## config.mk

```make
export PLATFORM = sky130hd
export DESIGN_NAME = core_seqctl
export DESIGN_NICKNAME = d
export VERILOG_FILES = /design/src/rtl/core_seqctl.sv
export SDC_FILE = /design/constraint.sdc
export NUM_CORES = 1
export LEC_CHECK = 0
export BUFFER_PORTS_ARGS = -buffer_cell sky130_fd_sc_hd__buf_2
export CAP_MARGIN = 20
export CORE_ASPECT_RATIO = 1.25
export CORE_MARGIN = 4
export CORE_UTILIZATION = 35
export DETAILED_ROUTE_END_ITERATION = 12
export GPL_TIMING_DRIVEN = 0
export PLACE_DENSITY = 0.66
export SYNTH_ARGS = -nofsm -noshare
export SYNTH_HDL_FRONTEND = slang
export SYNTH_SLANG_ARGS = --single-unit
export TNS_END_PERCENT = 50
```

## constraint.sdc

```tcl
create_clock -name clk -period 2.6 [get_ports clk]
set_input_delay 0.39 -clock clk [delete_from_list [all_inputs] [get_ports clk]]
set_output_delay 0.39 -clock clk [all_outputs]
set_load 0.02 [all_outputs]
```

## src/rtl/core_seqctl.sv

```systemverilog
// Machine-cycle / T-state sequencer for an 8085-style datapath: walks M1..M5 and
// T1..T6 from the decoded info word and drives datapath enables and bus strobes.
module core_seqctl #(
  parameter int IENBSIZE = 7,
  parameter int INSTSIZE = 17,
  parameter int INFO_CYC = 4
) (
  input  logic                clk,
  input  logic                rst_,
  input  logic [INSTSIZE-1:0] chk_i,
  input  logic                ready,
  output logic [IENBSIZE-1:0] ienb,
  output logic                ale,
  output logic                rd_,
  output logic                wr_,
  output logic                io_m,
  output logic                halt,
  output logic [2:0]          mcyc,
  output logic [2:0]          tst
);

  localparam int B_RRD = 0, B_RWR = 1, B_COD = 2, B_EXT = 3, B_PC = 4, B_PD = 5, B_NXT = 6;
  localparam int I_GO6 = 0, I_DAD = 1, I_HLT = 2, I_DIO = 3;
  localparam int I_CYC = 4, I_WR = 8, I_DP = 12;

  localparam logic [3:0] S_RST  = 4'd0;
  localparam logic [3:0] S_T1   = 4'd1;
  localparam logic [3:0] S_T2   = 4'd2;
  localparam logic [3:0] S_TW   = 4'd3;
  localparam logic [3:0] S_T3   = 4'd4;
  localparam logic [3:0] S_T4   = 4'd5;
  localparam logic [3:0] S_T5   = 4'd6;
  localparam logic [3:0] S_T6   = 4'd7;
  localparam logic [3:0] S_HALT = 4'd8;

  logic [3:0]          state, state_nx;
  logic [2:0]          mcyc_q, mcyc_nx, mcyc_end;
  logic [INSTSIZE-1:0] snap;
  logic [INFO_CYC-1:0] therm, wmap, dmap;
  logic                cur_w, cur_d, adv, in_bus, is_mn, is_write;
  logic                unused_info;

  assign therm = snap[I_CYC +: INFO_CYC];
  assign wmap  = snap[I_WR  +: INFO_CYC];
  assign dmap  = snap[I_DP  +: INFO_CYC];
  assign unused_info = ^{snap[I_DAD], snap[INSTSIZE-1]};

  // NOTE: every always_comb output gets a default first so no path leaves it unassigned (no latch).
  always_comb begin
    cur_w = 1'b0;
    cur_d = 1'b0;
    adv   = 1'b0;
    case (mcyc_q)
      3'd1: adv = therm[0];
      3'd2: begin cur_w = wmap[0]; cur_d = dmap[0]; adv = therm[1]; end
      3'd3: begin cur_w = wmap[1]; cur_d = dmap[1]; adv = therm[2]; end
      3'd4: begin cur_w = wmap[2]; cur_d = dmap[2]; adv = therm[3]; end
      3'd5: begin cur_w = wmap[3]; cur_d = dmap[3]; end
      default: ;
    endcase
  end

  assign mcyc_end = adv ? mcyc_q + 3'd1 : 3'd1;
  assign is_mn    = (mcyc_q != 3'd1);
  assign is_write = is_mn && cur_w;
  assign in_bus   = (state == S_T1) || (state == S_T2) || (state == S_TW) || (state == S_T3);

  always_comb begin
    state_nx = state;
    mcyc_nx  = mcyc_q;
    case (state)
      S_RST: begin state_nx = S_T1; mcyc_nx = 3'd1; end
      S_T1:  state_nx = S_T2;
      S_T2, S_TW: state_nx = ready ? S_T3 : S_TW;
      S_T3: begin
        if (!is_mn) state_nx = S_T4;
        else begin state_nx = S_T1; mcyc_nx = mcyc_end; end
      end
      S_T4: begin
        if (snap[I_HLT])      state_nx = S_HALT;
        else if (snap[I_GO6]) state_nx = S_T5;
        else begin state_nx = S_T1; mcyc_nx = mcyc_end; end
      end
      S_T5: state_nx = S_T6;
      S_T6: begin state_nx = S_T1; mcyc_nx = mcyc_end; end
      S_HALT: state_nx = S_HALT;
      default: begin state_nx = S_RST; mcyc_nx = 3'd1; end
    endcase
  end

  // NOTE: sequential state uses non-blocking assignments; reset is sampled on the clock edge only.
  always_ff @(posedge clk) begin
    if (!rst_) begin
      state  <= S_RST;
      mcyc_q <= 3'd1;
      snap   <= '0;
    end else begin
      state  <= state_nx;
      mcyc_q <= mcyc_nx;
      if (state == S_T3 && !is_mn) snap <= chk_i;
    end
  end

  always_comb begin
    ienb = '0;
    ale  = 1'b0;
    rd_  = 1'b1;
    wr_  = 1'b1;
    io_m = in_bus && (mcyc_q == 3'd3) && snap[I_DIO];
    if (in_bus && is_mn && cur_d)                       ienb[B_PD]  = 1'b1;
    if (in_bus && (mcyc_q == 3'd2 || mcyc_q == 3'd4))   ienb[B_NXT] = 1'b1;
    case (state)
      S_T1: ale = 1'b1;
      S_T2, S_TW, S_T3: begin
        rd_ = is_write;
        wr_ = !is_write;
        if (is_write) ienb[B_RRD] = 1'b1;
        // Address increments only on code fetches: M1, or a read not steered by the data pointer.
        if (state == S_T2 && !is_write && (!is_mn || !cur_d)) ienb[B_PC] = 1'b1;
        if (state == S_T3) begin
          if (!is_mn)         ienb[B_COD] = 1'b1;
          else if (!is_write) ienb[B_RWR] = 1'b1;
        end
      end
      S_T4: if (!snap[I_HLT] && !snap[I_GO6] && therm == '0) ienb[B_RWR] = 1'b1;
      S_T6: begin ienb[B_EXT] = 1'b1; ienb[B_RWR] = 1'b1; end
      default: ;
    endcase
  end

  always_comb begin
    tst = 3'd1;
    case (state)
      S_T2, S_TW: tst = 3'd2;
      S_T3:       tst = 3'd3;
      S_T4:       tst = 3'd4;
      S_T5:       tst = 3'd5;
      S_T6:       tst = 3'd6;
      default:    tst = 3'd1;
    endcase
  end

  assign halt = (state == S_HALT);
  assign mcyc = mcyc_q;

endmodule

```

==> run_results.csv, run 1 <==
group,metric,value,unit
synthesis,avgSynthCellArea,7.57,µm²
route,drt_iter0_markers,45,
sta,fin_setup_tns,0,ps
grt,grt_pass1_vias,1230,
die,io_pins,38,
critical_path,start_kind,"flop",
finish,multi_input_area,795,µm²
critical_path,critPathMaxFanout,5,
route,ant_nets,0,
synthesis,async_flop_share,0,%
place,dp.cells,246,
sta,fin_crit,2470,ps
critical_path,timing.rr.start,"mcyc[1]",
route,drt-pass1-iter-count,4,
critical_path,reg2reg_depth,7,
power_and_ir_drop,power,0.000791,W
route,drt-total-wl,3180,µm
sta,fin_ws,130,ps
grt,grt_max_degree,13,
finish,antenna_cells,0,
critical_path,max_stage_delay,370,ps
critical_path,crit_path_end,"ienb[1]",
clock_tree,path_clk_slew,70,ps
power_and_ir_drop,p_leak,0.637,nW
sta,setup_viol,0,
place,dp_hpwl,2440,µm
power_and_ir_drop,switching_share,29.1,%
die,die_width,62.5,µm
critical_path,crit_path_top_delay_cell,"dfxtp_4",
clock_tree,tritoncts,"yes",
critical_path,crit_required,2210,ps
power_and_ir_drop,switching_power,0.000231,W
sta,tightest_slew,535,ps
grt,grt_pass1_wl,5280,µm
critical_path,critPathKind,"flop to primary output",
finish,fin_cells,251,
grt,grt_usage,13.2,%
synthesis,ys_seq_area_share,33.8,%
synthesis,syn_nets,197,
power_and_ir_drop,power_density,485,nW/µm²
synthesis,synth_cells,172,
job,cap_viol_max_count,0,
finish,fin_nets,238,
route,drc_errors,0,
route,num_vias,1302,
sta,post-route-period-util,95.0,%
critical_path,crit_start,"mcyc[0]",
critical_path,crit_chain,"ha_1 > ha_2 > a222oi_1 > buf_4 > a21oi_1 > o31ai_1 > buf_2",
place,port_buffers,35,
route,post_drt_wl_per_cell,12.7,µm
sta,slew_headroom,64.1,%
clock_tree,cts_root_buf,"clkbuf_8",
synthesis,ys.warnings.count,0,
clock_tree,htree_levels,1,
power_and_ir_drop,pwr-share-seq,45.4,%
synthesis,ys_ff_latch,22,
die,num_rows,24,
grt,antenna_found_initial,0,
synthesis,yosysUniqueCellTypes,42,
sta,fmax,405,MHz
die,start_util,36.7,%
sta,fin_skew,1.42,ps
sta,slew_viol_final,0,
critical_path,cp-end-kind,"primary output",
die,fp.dieH,76.2,µm
critical_path,reg2reg_slack,830,ps
finish,synthToLayoutAreaGrowth,25.4,%
clock_tree,clk_latency,250,ps
power_and_ir_drop,power_frac_clock,29.8,%
synthesis,synth_edf_count,0,
place,gp_congestion,0.825,
clock_tree,max-clock-path-buffers,2,
run_status,status,"finished clean",
sta,final_hold_viol_count,0,
finish,ff_latch_area,449,µm²
worst_hold_path,hp-class,"primary input to flop",
place,place_ws,86.9,ps
finish,drive_gt1_share,29.7,%
critical_path,regToRegEndpoint,"mcyc[0]",
sta,rsz0062_at_grt,"no",
power_and_ir_drop,peakVddDrop,0.000221,V
critical_path,cp.arrival,2080,ps
synthesis,synth_ff_type,"dfxtp_1",
grt,gr-total-overflow,0,
finish,fill_cells,383,
power_and_ir_drop,p_int,0.000561,W
clock_tree,cts_sinks,22,
die,core,3540,µm²
synthesis,netlist_area,1300,µm²
route,viasPerCell,5.19,
clock_tree,numCtsBuffers,3,
power_and_ir_drop,p_comb_share,24.8,%
die,die_area,4760,µm²
finish,final_util,46.0,%
logic make-up after synthesis:
logic type      share of synthesized area [%]
simple gates                             29.5
compound gates                           23.9
flops                                    33.8
buf+inv                                  7.21
fa+ha+maj                                4.81
xor+xnor                                0.673
flip-flops by register name, indices dropped and copies added (netlist names):
name / flops
mcyc: 3
state: 4
snap: 15
stage by stage:
| step | cell area, µm² | hold slack [ps] |
|---|---|---|
| 2_1_floorplan | 1300 | 436 |
| 3_3_place_gp | 1530 | 443 |
| 3_5_place_dp | 1530 | 448 |
| 4_1_cts | 1590 | 359 |
| 5_1_grt | 1630 | 362 |
| 6_report | 1630 | 367 |
cell type report:
| type | instances | share of cell area, % |
|---|---|---|
| multi-input cells | 132 | 48.7 |
| flip-flops and latches | 22 | 27.5 |
| repair buffers | 36 | 11.2 |
| plain buffers | 9 | 4.14 |
| clock buffers | 4 | 3.37 |
| well taps | 39 | 2.99 |
| inverters | 9 | 2.07 |
synth_stat cells (2+ instances only):
cell / instances / area share (%)
ha_1: 5 / 4.8
nand2_1: 44 / 13
nor3_1: 4 / 1.5
inv_1: 7 / 2.0
o21ai_1: 2 / 0.77
a31oi_1: 2 / 0.96
nor2_1: 8 / 2.3
clkbuf_1: 2 / 0.58
nand2b_1: 4 / 1.9
a22o_1: 3 / 2.0
nor2b_1: 4 / 1.9
nand3_1: 2 / 0.77
o311ai_0: 2 / 1.3
nor4_1: 3 / 1.4
o31ai_1: 2 / 1.2
a222oi_1: 2 / 1.5
a21oi_1: 22 / 8.5
and2_1: 2 / 0.96
buf_4: 5 / 2.9
o21ai_0: 4 / 1.5
dfxtp_1: 22 / 34
worst max-delay path, delay by kind of cell, from the launching register on:
family / cells / cell delay (ps)
buffers and inverters: 2 / 390
adder cells (fa/ha/maj): 2 / 420
flip-flops: 1 / 370
AO/OA/AOI/OAI: 3 / 620
worst min-delay path by stage:
| stage | start | end | slack [ps] | cells past startpoint |
|---|---|---|---|---|
| final | chk_i[6] | snap[6] | 370 | 3 |
| after global routing | chk_i[13] | snap[13] | 360 | 3 |
| after CTS | chk_i[6] | snap[6] | 360 | 3 |
| after detailed placement | snap[11] | snap[11] | 450 | 2 |
| after global placement | snap[11] | snap[11] | 440 | 2 |
| after floorplan | snap[12] | snap[12] | 440 | 2 |
power groups by stage:
| stage | Sequential, W | Clock, W | Combinational [W] |
|---|---|---|---|
| 2_1_floorplan | 0.000367 | 0 | 0.000143 |
| 3_3_place_gp | 0.000369 | 0 | 0.000197 |
| 3_5_place_dp | 0.000369 | 0 | 0.000197 |
| 4_1_cts | 0.000361 | 0.000246 | 0.000197 |
| 5_1_grt | 0.000361 | 0.000265 | 0.000218 |
| 6_report | 0.000359 | 0.000236 | 0.000196 |
metal layers:
layer | up-vias | global-route usage, % | wire [µm]
met2 | 36 | 22.2 | 1560
met1 | 584 | 16.3 | 1420
li1 | 680 | - | -
met4 | 0 | 4.86 | 26
met5 | - | 0 | 0
met3 | 2 | 3.10 | 172
cells in the final DEF (no fill, tap or decap), types with 3 or more instances in the layout:
master / netlist / routed
o21ai_0: 4 / 4
nor4_1: 3 / 3
inv_2: 1 / 3
a22o_1: 3 / 3
dfxtp_1: 22 / 19
buf_4: 5 / 6
nand2_1: 44 / 44
a21oi_1: 22 / 22
buf_2: 0 / 35
nand2b_1: 4 / 4
clkbuf_8: 0 / 4
nor3_1: 4 / 4
nor2b_1: 4 / 4
inv_1: 7 / 5
nor2_1: 8 / 8
repair_timing:
action	4_1_cts	5_1_grt
hold buffers	0	0
gates resized for setup	1	15
cloned	0	0
buffers inserted	1	0
endpoints found under the setup margin	5	4
pin swaps	1	3
(Power assumes the default switching activity.)
==> inputs of run 2 (changes only) <==
Settings changed: RECOVER_POWER set to 25.
==> run_results.csv, run 2 (synthesized netlist as in run 1, its figures left out) <==
group,metric,value,unit
finish,synthToLayoutAreaGrowth,24.3,%
power_and_ir_drop,switching_share,29.1,%
die,io_pins,38,
grt,grt_pass1_vias,1230,
clock_tree,path_clk_slew,70,ps
critical_path,critPathMaxFanout,5,
grt,met3_usage,3.10,%
die,die_area,4760,µm²
clock_tree,postCtsHoldBufs,0,
grt,use_met2,22.2,%
sta,fin_setup_tns,0,ps
grt,grt_usage,13.2,%
place,dp_hpwl,2440,µm
grt,gr-total-overflow,0,
finish,final_cell_mix,"44 x nand2_1, 31 x buf_2, 22 x a21oi_1",
power_and_ir_drop,p_comb_share,24.4,%
run_status,status,"finished clean",
route,ant_nets,0,
finish,final_common_cell,"nand2_1",
place,gp_congestion,0.825,
power_and_ir_drop,peakVddDrop,0.000221,V
sta,fmax,404,MHz
route,drt_iter0_markers,50,
die,die_width,62.5,µm
power_and_ir_drop,p_leak,0.621,nW
finish,fin_nets,238,
critical_path,reg2reg_slack,700,ps
power_and_ir_drop,p_int,0.000558,W
sta,fin_skew,1.34,ps
grt,grt_pass1_wl,5280,µm
critical_path,cp.arrival,2080,ps
sta,final_hold_viol_count,0,
power_and_ir_drop,switching_power,0.000230,W
critical_path,cp-end-kind,"primary output",
clock_tree,cts_sinks,22,
clock_tree,tritoncts,"yes",
sta,post-route-period-util,95.2,%
critical_path,crit_required,2210,ps
die,fp.dieH,76.2,µm
finish,largest_reg_flops,15,
route,post_drt_wl_per_cell,12.7,µm
sta,tightest_slew,548,ps
route,viasPerCell,5.19,
grt,use_met1,16.3,%
route,drc_errors,0,
power_and_ir_drop,power_frac_clock,29.9,%
worst_hold_path,hp-class,"primary input to flop",
grt,antenna_found_initial,0,
sta,fin_crit,2470,ps
clock_tree,max-clock-path-buffers,2,
die,num_rows,24,
route,drt-total-wl,3180,µm
critical_path,start_kind,"flop",
power_and_ir_drop,pwr-share-seq,45.6,%
die,start_util,36.7,%
finish,antenna_cells,0,
grt,busiest_layer,"met2",
critical_path,critPathKind,"flop to primary output",
sta,slew_headroom,63.2,%
grt,grt_max_degree,13,
sta,slew_viol_final,0,
sta,fin_hold_ws,366,ps
finish,regMostFlops,"snap",
sta,setup_viol,0,
clock_tree,htree_levels,1,
die,core,3540,µm²
sta,rsz0062_at_grt,"no",
power_and_ir_drop,power_density,487,nW/µm²
finish,drive_gt1_share,26.4,%
place,port_buffers,35,
clock_tree,cts_root_buf,"clkbuf_8",
job,cap_viol_max_count,0,
route,num_vias,1302,
clock_tree,clk_latency,250,ps
route,drt-pass1-iter-count,4,
clock_tree,numCtsBuffers,3,
[run 2: critical path: stages, from the launching register on]
cell and delay [ps]:
dfxtp_4 370, ha_1 220, ha_2 200, a222oi_1 350
buf_4 190, a21oi_1 40, o31ai_1 240, buf_2 210
[run 2: final cells by class]
type,instances,area [µm²]
Multi-Input combinational cell,132,790
Sequential cell,22,449
Fill cell,385,1930
Inverter,9,33.8
Timing Repair Buffer,36,178
Tap cell,39,48.8
Clock buffer,4,55.1
Buffer,9,63.8
[run 2: worst paths after layout]
kind / startpoint / endpoint / cells past startpoint
setup / recovery: mcyc[0] / ienb[1] / 7
hold / removal: chk_i[6] / snap[6] / 3
setup reg to reg: mcyc[1] / mcyc[0] / 7
hold reg to reg: snap[11] / snap[11] / 2
[run 2: routing by layer]
layer	wire [µm]	part of all wire [%]
met5	0	0
met3	201	6.3
met2	1540	49
met4	26	0.82
met1	1410	44
[run 2: power groups by stage]
stage	sequential [W]	combinational, W	clock, W
after floorplan	0.000367	0.000143	0
after global placement	0.000369	0.000197	0
after detailed placement	0.000369	0.000197	0
after CTS	0.000361	0.000197	0.000246
after global routing	0.000361	0.000214	0.000265
final	0.000359	0.000192	0.000236
[run 2: timing repair]
item | 4_1_cts | 5_1_grt
pin swaps | 1 | 3
endpoints found under the hold margin | 0 | 0
gates cloned | 0 | 0
buffers inserted | 1 | 0
setup endpoints to repair | 5 | 4
gates resized for setup | 1 | 15
[run 2: metrics by stage]
stage,util [%],instances,total power (W),setup WS (ps),area (µm²)
after floorplan,-,172,0.000510,74.0,1300
after global placement,43.0,246,0.000566,106,1530
after detailed placement,43.0,246,0.000566,86.9,1530
after CTS,44.8,251,0.000805,0.439,1590
after global routing,45.7,251,0.000840,14.3,1620
final,45.7,251,0.000787,126,1620
==> inputs of run 3 (changes only) <==
Settings changed: BUFFER_PORTS_ARGS -buffer_cell sky130_fd_sc_hd__buf_2 to -buffer_cell sky130_fd_sc_hd__clkbuf_2.
==> run_results.csv, run 3 (synthesized netlist as in run 1, its figures left out) <==
group,metric,value,unit
run_status,status,"finished clean",
critical_path,max_stage_delay,370,ps
finish,final_cell_mix,"44 x nand2_1, 29 x clkbuf_2, 23 x a21oi_1",
worst_hold_path,hp-class,"primary input to flop",
sta,slew_viol_final,0,
die,die_width,62.5,µm
route,dr_wl_met2,1500,µm
critical_path,crit_required,2210,ps
finish,largest_reg_flops,15,
grt,grt_pass1_vias,1172,
grt,grt_max_degree,13,
critical_path,cp.arrival,2080,ps
route,drc_errors,0,
power_and_ir_drop,peakVddDrop,0.000221,V
route,met1_length,1390,µm
job,cap_viol_max_count,0,
critical_path,crit_path_top_delay_cell,"dfxtp_2",
critical_path,cp-end-kind,"primary output",
route,met3_length,231,µm
finish,fin_nets,239,
power_and_ir_drop,power_density,494,nW/µm²
route,post_drt_wl_per_cell,12.5,µm
grt,gr-total-overflow,0,
clock_tree,clk_latency,260,ps
clock_tree,max-clock-path-buffers,2,
place,port_buffers,35,
critical_path,critPathMaxFanout,5,
route,num_vias,1311,
die,die_area,4760,µm²
route,drt_iter0_markers,81,
place,gp_congestion,0.807,
route,top_layer,"met4",
die,num_rows,24,
sta,fin_skew,4.13,ps
place,dp_hpwl,2450,µm
die,core,3540,µm²
clock_tree,cts_root_buf,"clkbuf_8",
sta,rsz0062_at_grt,"no",
route,ant_nets,0,
die,start_util,36.7,%
sta,fmax,405,MHz
clock_tree,path_clk_slew,80,ps
sta,fin_crit,2470,ps
clock_tree,postCtsHoldBufs,0,
finish,final_util,45.2,%
clock_tree,cts_sinks,22,
power_and_ir_drop,p_leak,0.618,nW
finish,synthToLayoutAreaGrowth,23.1,%
clock_tree,numCtsBuffers,3,
sta,final_hold_viol_count,0,
route,drt-total-wl,3150,µm
route,viasPerCell,5.20,
finish,drive_gt1_share,25.8,%
sta,setup_viol,0,
finish,final_common_cell,"nand2_1",
sta,slew_headroom,62.6,%
sta,tightest_slew,558,ps
sta,fin_setup_tns,0,ps
grt,grt_pass1_wl,5180,µm
die,fp.dieH,76.2,µm
finish,antenna_cells,0,
finish,regMostFlops,"snap",
die,io_pins,38,
sta,post-route-period-util,95.0,%
critical_path,start_kind,"flop",
critical_path,critPathKind,"flop to primary output",
clock_tree,htree_levels,1,
clock_tree,tritoncts,"yes",
route,drt-pass1-iter-count,4,
critical_path,crit_chain,"inv_1 > ha_2 > a22o_1 > a222oi_1 > buf_4 > a21oi_1 > o31ai_1 > clkbuf_2",
grt,grt_usage,13.1,%
grt,antenna_found_initial,0,
-- run 3: cell count changes in the layout (fill, tap and decap cells not counted), moves of 2 or more --
cell | previous run | this run
clkbuf_2 | 0 | 29
buf_4 | 5 | 7
ha_4 | 2 | 0
buf_2 | 31 | 1
-- run 3: stage by stage --
step	area (µm²)	power (W)	hold slack, ps	instances	setup WS [ps]
2_1_floorplan	1300	0.000510	436	172	74.0
3_3_place_gp	1530	0.000567	443	246	85.5
3_5_place_dp	1530	0.000566	448	246	63.2
4_1_cts	1590	0.000802	347	251	48.5
5_1_grt	1600	0.000842	341	252	5.89
6_report	1600	0.000791	345	252	131
-- run 3: metal layers --
metal	track usage, %	vias to the layer above
li1	-	684
met1	16.5	579
met2	21.8	46
met3	2.36	2
met4	5.30	0
met5	0	-
-- run 3: critical path: cells and delay by family, from the launching register on --
kind	cells	cell delay [ps]
adder cells (fa/ha/maj)	1	230
flip-flops	1	370
buffers and inverters	3	470
AO/OA/AOI/OAI	4	760
-- run 3: layout make-up --
type,count,area (µm²)
plain buffers,9,60.1
clock buffers,4,55.1
fillers,392,1940
inverters,9,33.8
multi-input cells,132,773
flip-flops and latches,22,447
well taps,39,48.8
repair buffers,37,184
-- run 3: timing repair --
item	4_1_cts	5_1_grt
pin swaps	1	1
setup endpoints to repair	5	2
buffers inserted	1	1
resized for setup	3	8
cloned	0	0
-- run 3: power breakdown --
group | switching [W] | internal [W]
sequential | 0.0000104 | 0.000350
combinational | 0.000120 | 0.0000740
clock | 0.000102 | 0.000135
-- run 3: worst paths after layout --
path	start	endpoint	slack, ps	depth (start not counted)
hold reg to reg	snap[11]	snap[11]	460	2
setup / recovery	mcyc[0]	ienb[1]	130	8
hold / removal	chk_i[10]	snap[10]	340	3
setup reg to reg	mcyc[1]	mcyc[0]	790	7
